## config.mk

```make
export PLATFORM = sky130hd
export DESIGN_NAME = countdown_timer
export DESIGN_NICKNAME = d
export VERILOG_FILES = /design/src/rtl/counter_pkg.sv /design/src/rtl/prescaler_nbit.sv /design/src/rtl/countdown_timer.sv
export SDC_FILE = /design/constraint.sdc
export NUM_CORES = 1
export LEC_CHECK = 0
export BUFFER_PORTS_ARGS = -buffer_cell sky130_fd_sc_hd__clkbuf_2
export CAP_MARGIN = 20
export CORE_MARGIN = 5
export CORE_UTILIZATION = 48
export CTS_CLUSTER_DIAMETER = 30
export CTS_CLUSTER_SIZE = 30
export DETAILED_ROUTE_END_ITERATION = 8
export MAX_ROUTING_LAYER = met4
export PLACE_DENSITY_LB_ADDON = 0.05
export RECOVER_POWER = 50
export SLEW_MARGIN = 20
export SYNTH_ARGS = -nofsm -noshare
export SYNTH_HDL_FRONTEND = slang
export SYNTH_SLANG_ARGS = --single-unit
```

## constraint.sdc

```tcl
create_clock -name clk -period 2.05 [get_ports clk]
set_clock_uncertainty 0.15 [all_clocks]
set_input_delay 0.3075 -clock clk [delete_from_list [all_inputs] [get_ports clk]]
set_output_delay 0.3075 -clock clk [all_outputs]
set_load 0.01 [all_outputs]
```

## src/rtl/counter_pkg.sv

```systemverilog
// Shared types and default widths for the up-counter and countdown timer paths.
package counter_pkg;

    localparam int unsigned OutputWidthDefault  = 6;
    localparam int unsigned DivisionBitsDefault = 0;

    typedef enum logic [1:0] {
        IDLE,
        RUN,
        PAUSED,
        DONE
    } timer_state_t;

endpackage

```

## src/rtl/prescaler_nbit.sv

```systemverilog
// Free-running prescaler: tick is high while the count is all-ones, or always when
// DIVISIONBITS is 0. clear takes precedence over enable.
module prescaler_nbit
    import counter_pkg::*;
#(
    parameter int unsigned DIVISIONBITS = DivisionBitsDefault
) (
    input  logic clk,
    input  logic reset,
    input  logic clear,
    input  logic enable,
    output logic tick
);

    if (DIVISIONBITS == 0) begin : g_bypass
        logic unused_inputs;
        assign unused_inputs = ^{clk, reset, clear, enable};
        assign tick = 1'b1;
    end else begin : g_count
        logic [DIVISIONBITS-1:0] cnt_q, cnt_d;

        always_comb begin
            cnt_d = cnt_q;
            if (clear) begin
                cnt_d = '0;
            end else if (enable) begin
                cnt_d = cnt_q + DIVISIONBITS'(1);
            end
        end

        always_ff @(posedge clk) begin
            if (reset) begin
                cnt_q <= '0;
            end else begin
                cnt_q <= cnt_d;
            end
        end

        assign tick = &cnt_q;
    end

endmodule

```

## src/rtl/countdown_timer.sv

```systemverilog
// Loadable, pausable down-counter with prescaler and one-cycle done pulse.
// Define COUNTDOWN_AUTO_RELOAD_EN to reload and keep running on reaching zero.
module countdown_timer
    import counter_pkg::*;
#(
    parameter int unsigned OUTPUTWIDTH  = OutputWidthDefault,
    parameter int unsigned DIVISIONBITS = DivisionBitsDefault
) (
    input  logic                   clk,
    input  logic                   reset,
    input  logic                   load,
    input  logic [OUTPUTWIDTH-1:0] load_value,
    input  logic                   start,
    input  logic                   pause,
    output logic [OUTPUTWIDTH-1:0] value,
    output logic                   running,
    output logic                   done
);

    timer_state_t           state_q, state_d;
    logic [OUTPUTWIDTH-1:0] value_q, value_d;
    logic [OUTPUTWIDTH-1:0] reload_q, reload_d;
    logic                   running_q, running_d;
    logic                   done_q, done_d;
    logic                   presc_enable;
    logic                   presc_tick;

    // The prescaler only advances on cycles that could actually decrement, so a
    // pause or load freezes or clears its phase on the same edge.
    assign presc_enable = !load && (state_q == RUN) && !pause;

    prescaler_nbit #(
        .DIVISIONBITS (DIVISIONBITS)
    ) u_prescaler (
        .clk    (clk),
        .reset  (reset),
        .clear  (load),
        .enable (presc_enable),
        .tick   (presc_tick)
    );

    always_comb begin
        state_d  = state_q;
        value_d  = value_q;
        reload_d = reload_q;
        done_d   = 1'b0;
        if (load) begin
            value_d  = load_value;
            reload_d = load_value;
            state_d  = IDLE;
        end else begin
            unique case (state_q)
                IDLE: begin
                    if (start && (value_q != '0)) begin
                        state_d = RUN;
                    end
                end
                RUN: begin
                    if (pause) begin
                        state_d = PAUSED;
                    end else if (presc_tick) begin
                        if (value_q == OUTPUTWIDTH'(1)) begin
                            done_d = 1'b1;
`ifdef COUNTDOWN_AUTO_RELOAD_EN
                            if (reload_q != '0) begin
                                value_d = reload_q;
                            end else begin
                                value_d = '0;
                                state_d = DONE;
                            end
`else
                            value_d = '0;
                            state_d = DONE;
`endif
                        end else begin
                            value_d = value_q - OUTPUTWIDTH'(1);
                        end
                    end
                end
                PAUSED: begin
                    if (start && !pause) begin
                        state_d = RUN;
                    end
                end
                DONE: begin
                end
                default: begin
                    state_d = IDLE;
                end
            endcase
        end
        running_d = (state_d == RUN);
    end

    always_ff @(posedge clk) begin
        if (reset) begin
            state_q   <= IDLE;
            value_q   <= '0;
            reload_q  <= '0;
            running_q <= 1'b0;
            done_q    <= 1'b0;
        end else begin
            state_q   <= state_d;
            value_q   <= value_d;
            reload_q  <= reload_d;
            running_q <= running_d;
            done_q    <= done_d;
        end
    end

`ifndef COUNTDOWN_AUTO_RELOAD_EN
    logic unused_reload;
    assign unused_reload = ^reload_q;
`endif

    assign value   = value_q;
    assign running = running_q;
    assign done    = done_q;

endmodule

```

==> impl_metrics.toml, run 1 <==
[floorplanning]
num_rows = 13
die_width_um = 46.7
io_pins = 19
coreArea_sq_mm = 0.00128
die_y_um = 46.7
initial_core_util_pct = 50.2
die_area_sq_mm = 0.00218

[detailed_routing]
wl_per_cell_um = 13.9
dr.pass1.iters = 3
routed_wirelength_mm = 1.42
drc_errors = 0
ant_nets = 0
via_per_inst = 5.69
via_count = 580
drt_iter0_markers = 8

[sta]
rsz0062_at_grt = "false"
fin_setup_tns_ns = 0
tightest_slew_ns = 0.348
final-hold-violation-count = 0
setup_viol = 0
relSlewSlack_pct = 76.7
fmax_ghz = 0.615
fin_crit_sh_pct = 79.3
drv_slew = 0
layout_min_cycle_time_ns = 1.62

[placement]
hpwl_mm = 1.15
dpl_cell_area_sq_um = 747
dpl.cell_count = 99
io_buffer_count = 18
place_congestion = 0.879

[critical_path]
required_ns = 2.07
endpoint = "value[2]$_SDFFE_PP0P_"
r2r_end = "value[2]$_SDFFE_PP0P_"
cp_slowest_cell = "dfxtp_1"
reg2reg_slack_ns = 0.43
path_depth = 5
worstSetupPathType = "flip-flop to flip-flop"
r2r_cells = 5
critPathTopFamily = "compound AO/OA/AOI/OAI gates"
worstSetupStartpointType = "flip-flop"
crit_buf_inv = 1
crit_fanout = 5
slowest_delay_ns = 0.41
crit_chain = "inv_1, ha_1, nor2b_1, a211o_1, a221oi_2"
r2r_start = "value[1]$_SDFFE_PP0P_"
crit_arrival_ns = 1.65
startpoint = "value[1]$_SDFFE_PP0P_"
cp-end-kind = "flip-flop"

[yosys]
seq_area_frac_synth_pct = 31.0
synthTopCellsByArea = "dfxtp_1, ha_1, a221oi_2"
synth-seq-cells = 10
synth_cell_types = 35
synth_area_leader_cell = "dfxtp_1"
synth_area_per_cell_sq_um = 9.49
syn_inst = 68
synth_top_cell_area_share_pct = 31.0
synth_fp_nets = 82
yosysWarnings = 0
synthesis.area_sq_um = 646

[layout]
diodes = 0
n_fill_cell = 134
instances_no_fill = 102
drive_gt1_share_pct = 24.1
postLayoutCellArea_sq_um = 759
final_cell_mix = "dfxtp_1, clkbuf_2, clkbuf_1"
fin_nets = 103
area_growth_pct = 17.6

[grt]
grt_usage_pct = 15.7
grt_pass1_wl_mm = 2.37
antenna_found_initial = 0
grt_max_degree = 14
grt_pass1_vias = 545
gr-total-overflow = 0

[min_path]
hold_path_startpoint = "load_value[3]"
hold_class = "primary input to flip-flop"

[run_status]
status = "finished, final reports clean"

[clock_tree]
cts_buffers = 3
ctsHoldBuffers = 0
htree_levels = 1
clk_latency_ns = 0.26
cts-root-buf = "clkbuf_4"
clock_sinks = 10
postCtsSetupBuffers = 0
clock_path_buffers = 2
post_cts_resized = 0
cts_tree = "done"
clk_pin_slew_ns = 0.06

[pwr]
power.leakage_uw = 0.000303
power_per_cell_area_mw_per_mm2 = 590
max-vdd-ir-drop_mv = 0.371
total_power_uw = 448

[run]
cap_violations = 0
[logic make-up after synthesis]
kind of cell | count (synthesis) | share of synthesized area, %
and+or+nand+nor | 24 | 26.9
AOI/OAI and AO/OA | 21 | 29.3
DFF | 10 | 31.0
buffers and inverters | 9 | 5.23
adders and majority gates | 3 | 5.81
muxes | 1 | 1.74
[registers in the layout (all words and copies together) (netlist names)]
register / flops
done: 1
running: 1
state_q: 2
value: 6
[where the power goes]
part | switching [uW] | internal, uW
clock | 58.0 | 67.3
combinational | 56.4 | 45.3
sequential | 16.2 | 205
[stage by stage]
step / setup slack [ns] / utilization (%) / hold WS [ns]
4_1_cts: 0.432 / 59.9 / 0.109
3_5_place_dp: 0.454 / 58.1 / 0.377
6_report: 0.425 / 59.1 / 0.110
5_1_grt: 0.286 / 59.1 / 0.126
2_1_floorplan: 0.463 / - / 0.280
3_3_place_gp: 0.441 / 58.1 / 0.374
[cell usage after synthesis (all sizes together)]
| cell | instances |
|---|---|
| dfxtp | 10 |
| inv | 7 |
| a21oi | 5 |
| nor4 | 4 |
| a221oi | 3 |
| ha | 3 |
| nor3 | 3 |
| clkbuf | 2 |
| nand2 | 2 |
| nand2b | 2 |
| nor2 | 2 |
| nor2b | 2 |
| or2 | 2 |
| or3b | 2 |
| a2111o | 1 |
| a211o | 1 |
| a21o | 1 |
| a221o | 1 |
| a2bb2oi | 1 |
| a41oi | 1 |
| and3b | 1 |
| mux2 | 1 |
| nand3 | 1 |
| nand4bb | 1 |
| nor3b | 1 |
| o2111ai | 1 |
| o211ai | 1 |
| o21a | 1 |
| o21ai | 1 |
| o22ai | 1 |
| o311ai | 1 |
| o31a | 1 |
| or3 | 1 |
[worst reg2reg max path, delay by kind of cell (launching register included)]
kind | cells | cell delay [ns]
adders and majority gates | 1 | 0.23
AOI/OAI and AO/OA | 2 | 0.46
and+or+nand+nor | 1 | 0.15
buffers and inverters | 1 | 0.13
DFF | 1 | 0.41
[worst min-delay path by stage]
| stage | endpoint | slack (ns) | cells after the start |
|---|---|---|---|
| global placement | value[3]$_SDFFE_PP0P_ | 0.37 | 3 |
| CTS | value[3]$_SDFFE_PP0P_ | 0.11 | 3 |
| detailed placement | value[3]$_SDFFE_PP0P_ | 0.38 | 3 |
| global route | value[5]$_SDFFE_PP0P_ | 0.13 | 2 |
| finish | value[3]$_SDFFE_PP0P_ | 0.11 | 3 |
| floorplan | value[3]$_SDFFE_PP0P_ | 0.28 | 2 |
[per-layer routing]
metal,GRT usage (%),wire [um],vias up
met2,25.8,697,13
met5,-,0,-
li1,-,-,300
met3,5.86,83,2
met1,18.2,631,265
met4,3.31,9,0
[cell type report]
cell class,instances,area [sq um],area share (%)
flip-flops and latches,10,200,26.4
multi-input cells,49,412,54.2
inverters,7,26.3,3.46
clock buffers,3,22.5,2.97
repair buffers,18,80.1,10.5
well taps,15,18.8,2.47
No activity file was read; power rests on OpenSTA's default activity.
==> run 2, diff against run 1 <==
==> constraint.sdc (replaced) <==
create_clock -name clk -period 1.6 [get_ports clk]
set_clock_uncertainty 0.15 [all_clocks]
set_input_delay 0.24 -clock clk [delete_from_list [all_inputs] [get_ports clk]]
set_output_delay 0.24 -clock clk [all_outputs]
set_load 0.01 [all_outputs]
==> run 2 against run 1 <==
Net effect: core utilization increased by 3.4 points; setup slack got worse by 0.30 ns; combinational power grew 40%; non-clock buffer count increased by 5; sequential power rose by 26%; flip-flop and latch count unchanged; worst hold slack worse by 0.090 ns; largest power group unchanged.
==> impl_metrics.toml, run 2 (synthesis results as in run 1) <==
[layout]
layout_commonest_cell = "clkbuf_2"
postLayoutCellArea_sq_um = 803
diodes = 0
area_growth_pct = 24.4
largest_reg_flops = 6
fin_nets = 108
drive_gt1_share_pct = 31.2
final_cell_mix = "clkbuf_2, dfxtp_1, clkbuf_1"
n_fill_cell = 123

[run]
cap_violations = 0

[sta]
relSlewSlack_pct = 78.6
drv_slew = 0
fin_setup_tns_ns = 0
fmax_ghz = 0.677
rsz0062_at_grt = "false"
final-hold-violation-count = 0
fin_crit_sh_pct = 92.3
layout_min_cycle_time_ns = 1.48
tightest_slew_ns = 0.319
setup_viol = 0

[floorplanning]
initial_core_util_pct = 50.2
coreArea_sq_mm = 0.00128
io_pins = 19
num_rows = 13
die_area_sq_mm = 0.00218
die_width_um = 46.7
die_y_um = 46.7

[clock_tree]
cts-root-buf = "clkbuf_4"
ctsHoldBuffers = 0
clock_path_buffers = 2
cts_buffers = 3
clk_pin_slew_ns = 0.08
clock_sinks = 10
clk_latency_ns = 0.27
cts_tree = "done"
htree_levels = 1

[run_status]
status = "finished, final reports clean"

[critical_path]
worstSetupPathType = "flip-flop to output port"
cp-end-kind = "output port"
r2r_end = "running$_SDFF_PP0_"
r2r_start = "value[2]$_SDFFE_PP0P_"
r2r_cells = 3
crit_fanout = 4
crit_arrival_ns = 1.09
endpoint = "value[0]"
worstSetupStartpointType = "flip-flop"
required_ns = 1.21
reg2reg_slack_ns = 0.12
startpoint = "value[0]$_SDFFE_PP0P_"

[pwr]
p_sw_uw = 200
power_per_cell_area_mw_per_mm2 = 827
pwr-share-clk_pct = 36.6
max-vdd-ir-drop_mv = 0.458
swShare_pct = 30.1
power_frac_seq_pct = 41.9
power.leakage_uw = 0.000334
p_comb_share_pct = 21.6
p_int_uw = 465

[min_path]
hold_path_startpoint = "load_value[3]"
hold_class = "primary input to flip-flop"

[detailed_routing]
dr.pass1.iters = 3
routed_wirelength_mm = 1.45
wl_per_cell_um = 13.5
via_count = 588
drt_iter0_markers = 6
via_per_inst = 5.44
ant_nets = 0
drc_errors = 0

[placement]
place_congestion = 0.820
io_buffer_count = 18
hpwl_mm = 1.15
dpl_cell_area_sq_um = 785

[grt]
antenna_found_initial = 0
grt_max_degree = 11
grt_pass1_wl_mm = 2.66
grt_pass1_vias = 586
grt_usage_pct = 17.8
gr-total-overflow = 0
-- run 2: layout make-up --
cell class / count / area, sq um / share of cell area (%)
Tap cell: 15 / 18.8 / 2.34
Clock buffer: 4 / 36.3 / 4.52
Sequential cell: 10 / 200 / 24.9
Timing Repair Buffer: 23 / 110 / 13.7
Multi-Input combinational cell: 49 / 412 / 51.2
Inverter: 7 / 26.3 / 3.27
-- run 2: worst min path at each step --
stage	to	slack, ns	depth (start not counted)
finish	value[3]$_SDFFE_PP0P_	0.02	3
detailed placement	value[3]$_SDFFE_PP0P_	0.31	3
global placement	value[3]$_SDFFE_PP0P_	0.31	3
CTS	value[3]$_SDFFE_PP0P_	0.01	3
global route	value[5]$_SDFFE_PP0P_	0.05	2
floorplan	value[3]$_SDFFE_PP0P_	0.21	2
-- run 2: metrics by stage --
stage	hold WS [ns]	total power [uW]	instances	worst slack, ns	util (%)
finish	0.0195	665	108	0.123	62.5
global route	0.0491	708	108	0.0161	62.5
CTS	0.0150	677	108	0.0587	63.9
detailed placement	0.305	433	104	0.0820	61.1
global placement	0.308	431	104	0.127	61.1
floorplan	0.213	378	68	0.0125	-
-- run 2: power groups by stage --
stage          Sequential (uW)  Combinational [uW]  Clock, uW
2_1_floorplan              291                87.2          0
3_3_place_gp               283                 148          0
3_5_place_dp               284                 149          0
4_1_cts                    278                 150        249
5_1_grt                    281                 162        264
6_report                   278                 143        243
-- run 2: timing repair --
| action | in CTS | in global routing |
|---|---|---|
| buffers inserted | 0 | 0 |
| endpoints found under the setup margin | 0 | 2 |
| resized for setup | 0 | 2 |
| hold endpoints to repair | 0 | 0 |
-- run 2: critical path: stages (launching register included) --
cell and delay, ns:
dfxtp_1 0.39, clkbuf_1 0.24, clkbuf_2 0.18
-- run 2: per-layer routing --
metal  up-vias  wire (um)  global-route usage, %
li1        313          -                      -
met2        11        665                   27.5
met4         0         28                   8.29
met1       260        692                   22.2
met3         4         66                   3.52
met5         -          0                      -
